===== config.mk =====
export PLATFORM = sky130hd
export DESIGN_NAME = amm_test_sequencer_flat
export DESIGN_NICKNAME = d
export VERILOG_FILES = /design/src/rtl/amm_test_sequencer_if.sv /design/src/rtl/amm_test_sequencer.sv /design/src/flat_wrapper.sv
export SDC_FILE = /design/constraint.sdc
export NUM_CORES = 1
export LEC_CHECK = 0
export CAP_MARGIN = 10
export CORE_MARGIN = 4
export CORE_UTILIZATION = 45
export CTS_CLUSTER_DIAMETER = 30
export DETAILED_ROUTE_END_ITERATION = 8
export GPL_TIMING_DRIVEN = 1
export PLACE_DENSITY = 0.74
export SLEW_MARGIN = 20
export SYNTH_ARGS = -nofsm -noshare
export SYNTH_HDL_FRONTEND = slang
export SYNTH_SLANG_ARGS = --single-unit

===== constraint.sdc =====
create_clock -name clk_i -period 6.1 [get_ports clk_i]
set_input_delay 1.83 -clock clk_i [delete_from_list [all_inputs] [get_ports clk_i]]
set_output_delay 1.83 -clock clk_i [all_outputs]
set_load 0.005 [all_outputs]

===== src/rtl/amm_test_sequencer_if.sv =====
// Avalon-MM master bus used by the test sequencer. The master modport drives
// address/command/writedata; the slave modport drives waitrequest and read data.
interface amm_test_sequencer_if #(
    parameter int ADDR_W  = 32,
    parameter int DATA_W  = 32,
    parameter int BURST_W = 11
);
    logic [ADDR_W-1:0]   address_o;
    logic                read_o;
    logic                write_o;
    logic [BURST_W-1:0]  burstcount_o;
    logic [DATA_W/8-1:0] byteenable_o;
    logic [DATA_W-1:0]   writedata_o;
    logic                waitrequest_i;
    logic                readdatavalid_i;
    logic [DATA_W-1:0]   readdata_i;

    modport master (
        output address_o, read_o, write_o, burstcount_o, byteenable_o, writedata_o,
        input  waitrequest_i, readdatavalid_i, readdata_i
    );

    modport slave (
        input  address_o, read_o, write_o, burstcount_o, byteenable_o, writedata_o,
        output waitrequest_i, readdatavalid_i, readdata_i
    );
endinterface


===== src/rtl/amm_test_sequencer.sv =====
// Avalon-MM burst traffic sequencer: write, read or write-then-read address-pattern test.
// Define SEQ_DATA_CHECK_EN to compare returned read data and count mismatches on err_cnt_o.
module amm_test_sequencer #(
    parameter int ADDR_W    = 32,
    parameter int DATA_W    = 32,
    parameter int BURST_W   = 11,
    parameter int MAX_OUTST = 4,
    localparam int OUTST_W  = $clog2(MAX_OUTST + 1)
) (
    input  logic                 clk_i,
    input  logic                 rst_i,
    input  logic                 start_i,
    input  logic [1:0]           mode_i,
    input  logic [ADDR_W-1:0]    base_addr_i,
    input  logic [BURST_W-1:0]   burst_len_i,
    input  logic [15:0]          burst_num_i,
    amm_test_sequencer_if.master amm,
    output logic                 meas_start_o,
    input  logic                 meas_busy_i,
    output logic                 busy_o,
    output logic                 done_o,
    output logic [31:0]          err_cnt_o,
    output logic [2:0]           dbg_state_o,
    output logic [OUTST_W-1:0]   dbg_outst_o
);
    localparam int BE_W = DATA_W / 8;

    typedef enum logic [2:0] {
        S_IDLE, S_CLEAR, S_WR_BURST, S_RD_REQ, S_RD_DRAIN, S_FLUSH, S_DONE
    } state_t;

    state_t               r_state;
    logic [1:0]           r_mode;
    logic [ADDR_W-1:0]    r_base;
    logic [ADDR_W-1:0]    r_addr;
    logic [BURST_W-1:0]   r_len;
    logic [BURST_W-1:0]   r_word_idx;
    logic [BURST_W-1:0]   r_rd_beat;
    logic [15:0]          r_num;
    logic [15:0]          r_burst_cnt;
    logic [DATA_W-1:0]    r_wdata;
    logic [OUTST_W-1:0]   r_outst;
    logic                 r_read;
    logic                 r_write;
    logic                 r_meas_start;
    logic                 r_busy;
    logic                 r_done;

    logic                 w_start;
    logic [BURST_W-1:0]   w_len_eff;
    logic                 w_wr_xfer;
    logic                 w_rd_acc;
    logic                 w_rd_last;
    logic                 w_dec;
    logic [OUTST_W-1:0]   w_outst_next;
    logic                 w_outst_room;
    logic                 w_last_burst;
    logic                 w_last_word;
    logic [ADDR_W-1:0]    w_next_addr;

    // Zero-extend (or truncate) a word address into the data-pattern width.
    function automatic logic [DATA_W-1:0] to_data(input logic [ADDR_W-1:0] a);
        logic [ADDR_W+DATA_W-1:0] wide;
        wide = {{DATA_W{1'b0}}, a};
        return wide[DATA_W-1:0];
    endfunction

    // Handshake: a command (read or write word) is taken on a rising edge where it is
    // asserted and waitrequest_i is low; until then every command output holds steady.
    assign w_start      = start_i && (r_state == S_IDLE);
    assign w_len_eff    = (burst_len_i == '0) ? BURST_W'(1) : burst_len_i;
    assign w_wr_xfer    = r_write && !amm.waitrequest_i;
    assign w_rd_acc     = r_read && !amm.waitrequest_i;
    assign w_rd_last    = amm.readdatavalid_i && (r_rd_beat == r_len - BURST_W'(1));
    assign w_dec        = w_rd_last && (r_outst != '0);
    assign w_outst_next = r_outst + OUTST_W'(w_rd_acc) - OUTST_W'(w_dec);
    assign w_outst_room = w_outst_next < OUTST_W'(MAX_OUTST);
    assign w_last_burst = (r_burst_cnt == r_num - 16'd1);
    assign w_last_word  = (r_word_idx == r_len - BURST_W'(1));
    assign w_next_addr  = r_addr + ADDR_W'(r_len);

    always_ff @(posedge clk_i or negedge rst_i) begin
        if (!rst_i) begin
            r_state      <= S_IDLE;
            r_mode       <= '0;
            r_base       <= '0;
            r_addr       <= '0;
            r_len        <= '0;
            r_word_idx   <= '0;
            r_rd_beat    <= '0;
            r_num        <= '0;
            r_burst_cnt  <= '0;
            r_wdata      <= '0;
            r_outst      <= '0;
            r_read       <= 1'b0;
            r_write      <= 1'b0;
            r_meas_start <= 1'b0;
            r_busy       <= 1'b0;
            r_done       <= 1'b0;
        end else begin
            r_outst <= w_outst_next;
            if (amm.readdatavalid_i)
                r_rd_beat <= w_rd_last ? '0 : r_rd_beat + BURST_W'(1);
            case (r_state)
                S_IDLE: begin
                    if (w_start) begin
                        r_mode       <= mode_i;
                        r_base       <= base_addr_i;
                        r_len        <= w_len_eff;
                        r_num        <= burst_num_i;
                        r_rd_beat    <= '0;
                        r_meas_start <= 1'b1;
                        r_busy       <= 1'b1;
                        r_state      <= S_CLEAR;
                    end
                end
                S_CLEAR: begin
                    r_meas_start <= 1'b0;
                    r_addr       <= r_base;
                    r_burst_cnt  <= '0;
                    r_word_idx   <= '0;
                    r_wdata      <= to_data(r_base);
                    if (r_num == '0) begin
                        r_state <= S_FLUSH;
                    end else if (r_mode == 2'd1) begin
                        r_read  <= 1'b1;
                        r_state <= S_RD_REQ;
                    end else begin
                        r_write <= 1'b1;
                        r_state <= S_WR_BURST;
                    end
                end
                S_WR_BURST: begin
                    if (w_wr_xfer) begin
                        if (!w_last_word) begin
                            r_word_idx <= r_word_idx + BURST_W'(1);
                            r_wdata    <= to_data(r_addr + ADDR_W'(r_word_idx) + ADDR_W'(1));
                        end else if (!w_last_burst) begin
                            r_burst_cnt <= r_burst_cnt + 16'd1;
                            r_word_idx  <= '0;
                            r_addr      <= w_next_addr;
                            r_wdata     <= to_data(w_next_addr);
                        end else begin
                            r_write     <= 1'b0;
                            r_word_idx  <= '0;
                            r_burst_cnt <= '0;
                            if (r_mode == 2'd0) begin
                                r_state <= S_FLUSH;
                            end else begin
                                r_addr  <= r_base;
                                r_read  <= 1'b1;
                                r_state <= S_RD_REQ;
                            end
                        end
                    end
                end
                S_RD_REQ: begin
                    if (w_rd_acc) begin
                        if (w_last_burst) begin
                            r_read  <= 1'b0;
                            r_state <= S_RD_DRAIN;
                        end else begin
                            r_burst_cnt <= r_burst_cnt + 16'd1;
                            r_addr      <= w_next_addr;
                            r_read      <= w_outst_room;
                        end
                    end else if (!r_read) begin
                        r_read <= w_outst_room;
                    end
                end
                S_RD_DRAIN: begin
                    if (w_outst_next == '0)
                        r_state <= S_FLUSH;
                end
                S_FLUSH: begin
                    if (!meas_busy_i) begin
                        r_done  <= 1'b1;
                        r_state <= S_DONE;
                    end
                end
                S_DONE: begin
                    r_done  <= 1'b0;
                    r_busy  <= 1'b0;
                    r_state <= S_IDLE;
                end
                default: r_state <= S_IDLE;
            endcase
        end
    end

    assign amm.address_o    = r_addr;
    assign amm.read_o       = r_read;
    assign amm.write_o      = r_write;
    assign amm.burstcount_o = r_len;
    assign amm.byteenable_o = {BE_W{r_write | r_read}};
    assign amm.writedata_o  = r_wdata;
    assign meas_start_o     = r_meas_start;
    assign busy_o           = r_busy;
    assign done_o           = r_done;
    assign dbg_state_o      = r_state;
    assign dbg_outst_o      = r_outst;

`ifdef SEQ_DATA_CHECK_EN
    // Read bursts are consecutive from base, so the expected word is a running address.
    logic [ADDR_W-1:0] r_chk_addr;
    logic [31:0]       r_err_cnt;

    always_ff @(posedge clk_i or negedge rst_i) begin
        if (!rst_i) begin
            r_chk_addr <= '0;
            r_err_cnt  <= '0;
        end else if (w_start) begin
            r_chk_addr <= base_addr_i;
            r_err_cnt  <= '0;
        end else if (amm.readdatavalid_i) begin
            r_chk_addr <= r_chk_addr + ADDR_W'(1);
            if ((amm.readdata_i != to_data(r_chk_addr)) && (r_err_cnt != 32'hFFFF_FFFF))
                r_err_cnt <= r_err_cnt + 32'd1;
        end
    end

    assign err_cnt_o = r_err_cnt;
`else
    logic w_unused_rdata;
    assign w_unused_rdata = ^amm.readdata_i;
    assign err_cnt_o      = '0;
`endif
endmodule


===== src/flat_wrapper.sv =====
// flat-port wrapper written by rule: the top's interface ports become plain ports
module amm_test_sequencer_flat 
#(
    parameter int ADDR_W    = 32,
    parameter int DATA_W    = 32,
    parameter int BURST_W   = 11,
    parameter int MAX_OUTST = 4,
    localparam int OUTST_W  = $clog2(MAX_OUTST + 1)
)
  (clk_i, rst_i, start_i, mode_i, base_addr_i, burst_len_i, burst_num_i, meas_start_o, meas_busy_i, busy_o, done_o, err_cnt_o, dbg_state_o, dbg_outst_o, amm_address_o, amm_read_o, amm_write_o, amm_burstcount_o, amm_byteenable_o, amm_writedata_o, amm_waitrequest_i, amm_readdatavalid_i, amm_readdata_i);
  amm_test_sequencer_if #(.ADDR_W(ADDR_W), .DATA_W(DATA_W), .BURST_W(BURST_W)) amm_i ();
  input  logic clk_i;
  input  logic rst_i;
  input  logic start_i;
  input  logic [1:0] mode_i;
  input  logic [ADDR_W-1:0] base_addr_i;
  input  logic [BURST_W-1:0] burst_len_i;
  input  logic [15:0] burst_num_i;
  output logic meas_start_o;
  input  logic meas_busy_i;
  output logic busy_o;
  output logic done_o;
  output logic [31:0] err_cnt_o;
  output logic [2:0] dbg_state_o;
  output logic [OUTST_W-1:0] dbg_outst_o;
  output wire logic [$bits(amm_i.address_o)-1:0] amm_address_o;
  output wire logic [$bits(amm_i.read_o)-1:0] amm_read_o;
  output wire logic [$bits(amm_i.write_o)-1:0] amm_write_o;
  output wire logic [$bits(amm_i.burstcount_o)-1:0] amm_burstcount_o;
  output wire logic [$bits(amm_i.byteenable_o)-1:0] amm_byteenable_o;
  output wire logic [$bits(amm_i.writedata_o)-1:0] amm_writedata_o;
  input wire logic [$bits(amm_i.waitrequest_i)-1:0] amm_waitrequest_i;
  input wire logic [$bits(amm_i.readdatavalid_i)-1:0] amm_readdatavalid_i;
  input wire logic [$bits(amm_i.readdata_i)-1:0] amm_readdata_i;
  assign amm_address_o = amm_i.address_o;
  assign amm_read_o = amm_i.read_o;
  assign amm_write_o = amm_i.write_o;
  assign amm_burstcount_o = amm_i.burstcount_o;
  assign amm_byteenable_o = amm_i.byteenable_o;
  assign amm_writedata_o = amm_i.writedata_o;
  assign amm_i.waitrequest_i = amm_waitrequest_i;
  assign amm_i.readdatavalid_i = amm_readdatavalid_i;
  assign amm_i.readdata_i = amm_readdata_i;
  amm_test_sequencer #(.ADDR_W(ADDR_W), .DATA_W(DATA_W), .BURST_W(BURST_W), .MAX_OUTST(MAX_OUTST)) u_core (.clk_i(clk_i), .rst_i(rst_i), .start_i(start_i), .mode_i(mode_i), .base_addr_i(base_addr_i), .burst_len_i(burst_len_i), .burst_num_i(burst_num_i), .amm(amm_i), .meas_start_o(meas_start_o), .meas_busy_i(meas_busy_i), .busy_o(busy_o), .done_o(done_o), .err_cnt_o(err_cnt_o), .dbg_state_o(dbg_state_o), .dbg_outst_o(dbg_outst_o));
endmodule

==> impl_metrics.json <==
{
  "cts_tree": "done",
  "dominantRegCellSynth": "sky130_fd_sc_hd__dfrtp_1",
  "worstPathBufferInverterCount": 3,
  "area_share_of_the_largest_cell_type_after_synthesis": 0.379,
  "numPlacedInstances": 1697,
  "min_period_over_period": 0.837,
  "drtAntennaViolNets": 0,
  "design_power_total_mw": 7.34,
  "maxSlewViolCount": 0,
  "drive_above_1_share": 0.0915,
  "grt_util_all_layers": 0.229,
  "synthesis.instances": 1272,
  "netlist_area_um2": 11500,
  "synthToLayoutAreaGrowth_pct": 19.2,
  "critPathMaxStageDelay_ps": 600,
  "grt_max_degree": 90,
  "n_antenna_cell": 0,
  "htree_num_levels": 4,
  "holdBufCountCts": 0,
  "outcome": "finished clean",
  "tritoncts_buffers": 17,
  "kind_of_critical_path": "input port to flop",
  "dp_hpwl_um": 22900,
  "floorplan.core_area_um2": 25200,
  "max_clock_freq_mhz": 196,
  "critPathMaxFanout": 8,
  "syn_avg_cell_area_um2": 9.04,
  "timing.critical_path.to_type": "flop",
  "finalNonFillerCells": 1729,
  "ys_ff_latch": 174,
  "floorplan.initialDensity": 0.457,
  "clk_transition_reported_paths_ps": 70,
  "min_path_type": "flop to flop",
  "antenna_found_initial": 0,
  "overflow": 0,
  "timing_worst_slew_pin_value_ps": 1030,
  "io_pins": 221,
  "setup_viol": 0,
  "die_area_um2": 28200,
  "met2_usage": 0.392,
  "crit_slowest_cell": "sky130_fd_sc_hd__clkdlybuf4s50_1",
  "grt_peak_use_layer": "met2",
  "worst_slew_margin_rel": 0.314,
  "grt_setup_unrepaired": "no",
  "share_of_synthesized_flip_flops_with_an_asynchronous_set_or_reset": 1.00,
  "synthDistinctLibCells": 89,
  "initialDrtViolationCount": 757,
  "ctsResizeCount": 0,
  "synth_enable_flop_cells": 0,
  "timing.final.crit_period_ps": 5100,
  "crit_arrival_ps": 5420,
  "worst-endpoint-required_ps": 6420,
  "postRouteWirelength_um": 32800,
  "synth.largest_area_cell": "sky130_fd_sc_hd__dfrtp_1",
  "cap_violations": 0,
  "postCtsSetupBuffers": 0,
  "portBuffers": 156,
  "power_leakage_nw": 5.69,
  "drc_errors": 0,
  "count_of_tritonroute_iterations_in_the_first_routing_pass": 5,
  "placement_rows": 58,
  "worst_setup_path_start_kind": "input port",
  "dpl-instance-area_um2": 13100,
  "synth-seq-area-share": 0.379,
  "post-route-cell-area_um2": 13700,
  "timing.critical_path.cells": "clkdlybuf4s50_1 -> nand4_1 -> nor4_1 -> nand3_1 -> nor2_1 -> ha_1 -> inv_1 -> ha_1 -> inv_1 -> fa_1 -> xor2_1 -> xnor2_1 -> a31oi_1 -> a21oi_1 -> mux2i_1 -> nor2_1 -> a311o_1",
  "timing.final.hold_violations": 0,
  "insertion_delay_ps": 430,
  "ys_warn_count": 0,
  "pwr_density_cell_nw_per_um2": 536,
  "die_wd_um": 168,
  "post_detailed_route_via_to_cell_ratio": 5.88,
  "cts_buffer_depth": 2,
  "synth.area.top_cells": "sky130_fd_sc_hd__dfrtp_1 38%, sky130_fd_sc_hd__mux2_2 5.3%, sky130_fd_sc_hd__o21ai_0 3.8%, sky130_fd_sc_hd__xnor2_1 3.7%, sky130_fd_sc_hd__nand2_1 3.6%",
  "cts-root-buf": "sky130_fd_sc_hd__clkbuf_16",
  "fin_util": 0.544,
  "fin_nets": 1518,
  "worst_clock_skew_ps": 12.4,
  "gr-usage-met1": 0.299,
  "number_of_global_route_vias_before_repair": 10200,
  "ir_drop_uv": 254,
  "die_ht_um": 168,
  "use_met3": 0.0364,
  "routabilityCongestion": 0.890,
  "clock-sinks": 174,
  "tns_setup_ps": 0,
  "wire_per_inst_um": 19.0,
  "largest_delay_contributor_family_on_the_critical_path": "simple AND/OR/NAND/NOR gates",
  "first_pass_grt_wire_length_um": 52800,
  "route.vias.total": 10200
}
flip-flops by register name (all words and copies together) (netlist names), 2 cells and up:
| register | count |
|---|---|
| u_core.r_base | 32 |
| u_core.r_word_idx | 11 |
| u_core.r_burst_cnt | 16 |
| u_core.amm.burstcount_o | 11 |
| u_core.amm.address_o | 32 |
| u_core.dbg_outst_o | 3 |
| u_core.r_num | 16 |
| u_core.r_mode | 2 |
| u_core.r_rd_beat | 11 |
| u_core.dbg_state_o | 3 |
| u_core.amm.writedata_o | 32 |
layout make-up:
cell class / instances / area, um^2
tap: 330 / 413
inverter: 29 / 109
clock buffer: 20 / 447
fill: 2262 / 11500
timing repair buffer: 167 / 1660
sequential: 174 / 4350
multi-input combinational: 997 / 6590
clock inverter: 12 / 138
routing by layer:
| metal | routed length [um] | up-vias |
|---|---|---|
| li1 | - | 4772 |
| met1 | 14100 | 5006 |
| met2 | 16300 | 346 |
| met3 | 1840 | 49 |
| met4 | 656 | 0 |
| met5 | 0 | - |
cell families (layout without fill, tap and decap cells):
logic type / count (synthesis) / count (layout) / synth area share
AOI/OAI and AO/OA: 349 / 349 / 0.194
adders and majority gates: 33 / 33 / 0.0379
and+or+nand+nor: 425 / 425 / 0.188
xor gates and xnor gates: 81 / 81 / 0.0654
muxes: 77 / 77 / 0.0739
buffers and inverters: 132 / 228 / 0.0615
DFF: 174 / 174 / 0.379
other: 1 / 32 / 0.000326
stage by stage:
stage | worst slack [ps] | hold WS (ps)
global placement | 654 | 462
finish | 997 | 485
floorplan | 1580 | 473
detailed placement | 582 | 468
CTS | 1010 | 486
global route | 690 | 507
power by group:
part	internal, mW	total (mW)	leakage, nW	switching [mW]
registers	1.63	2.37	2.15	0.737
clock network	0.619	1.11	0.281	0.489
logic	1.86	3.87	3.26	2.01
final timing paths:
path | slack [ps] | to | from | cells past startpoint
worst max-delay path | 1000 | u_core.dbg_state_o[0] | amm_readdatavalid_i | 17
worst min-delay path | 490 | u_core.amm.writedata_o[30] | u_core.amm.writedata_o[30] | 2
worst max register to register | 1260 | u_core.dbg_state_o[0] | u_core.amm.burstcount_o[0] | 20
worst min register to register | 490 | u_core.amm.writedata_o[30] | u_core.amm.writedata_o[30] | 2
max in group asynchronous | 3500 | u_core.dbg_state_o[1] | rst_i | 2
min in group asynchronous | 1490 | u_core.r_base[8] | rst_i | 1
layout by cell type, fill, tap and decap left out, types with 28 or more instances in the layout:
master	n
sky130_fd_sc_hd__clkdlybuf4s50_1	155
sky130_fd_sc_hd__nor2_1	102
sky130_fd_sc_hd__a21oi_1	77
sky130_fd_sc_hd__nand3_1	37
sky130_fd_sc_hd__dfrtp_1	174
sky130_fd_sc_hd__nand2_1	111
sky130_fd_sc_hd__xnor2_1	48
sky130_fd_sc_hd__o21ai_0	87
sky130_fd_sc_hd__conb_1	32
sky130_fd_sc_hd__ha_1	30
sky130_fd_sc_hd__xor2_1	30
sky130_fd_sc_hd__mux2_2	54
sky130_fd_sc_hd__nor3_1	36
sky130_fd_sc_hd__o21ai_1	28
sky130_fd_sc_hd__inv_1	28
synth_stat cells, types with 20 or more instances:
cell,number
sky130_fd_sc_hd__a21oi_1,77
sky130_fd_sc_hd__mux2i_1,20
sky130_fd_sc_hd__o21ai_1,27
sky130_fd_sc_hd__nand2b_1,23
sky130_fd_sc_hd__a31oi_1,25
sky130_fd_sc_hd__ha_1,30
sky130_fd_sc_hd__nor3_1,36
sky130_fd_sc_hd__o21ai_0,88
sky130_fd_sc_hd__xor2_1,30
sky130_fd_sc_hd__dfrtp_1,174
sky130_fd_sc_hd__xnor2_1,48
sky130_fd_sc_hd__nand3_1,37
sky130_fd_sc_hd__buf_2,22
sky130_fd_sc_hd__buf_4,37
sky130_fd_sc_hd__nor2_1,104
sky130_fd_sc_hd__o31ai_1,25
sky130_fd_sc_hd__inv_1,28
sky130_fd_sc_hd__clkbuf_1,37
sky130_fd_sc_hd__and3_1,26
sky130_fd_sc_hd__nand2_1,111
sky130_fd_sc_hd__mux2_2,54
worst min-delay path, cell delays in order (launching register included):
cell and delay, ps:
sky130_fd_sc_hd__dfrtp_1 350, sky130_fd_sc_hd__nand2_1 60, sky130_fd_sc_hd__o21ai_2 50
Power figures use the tool's default switching activity.
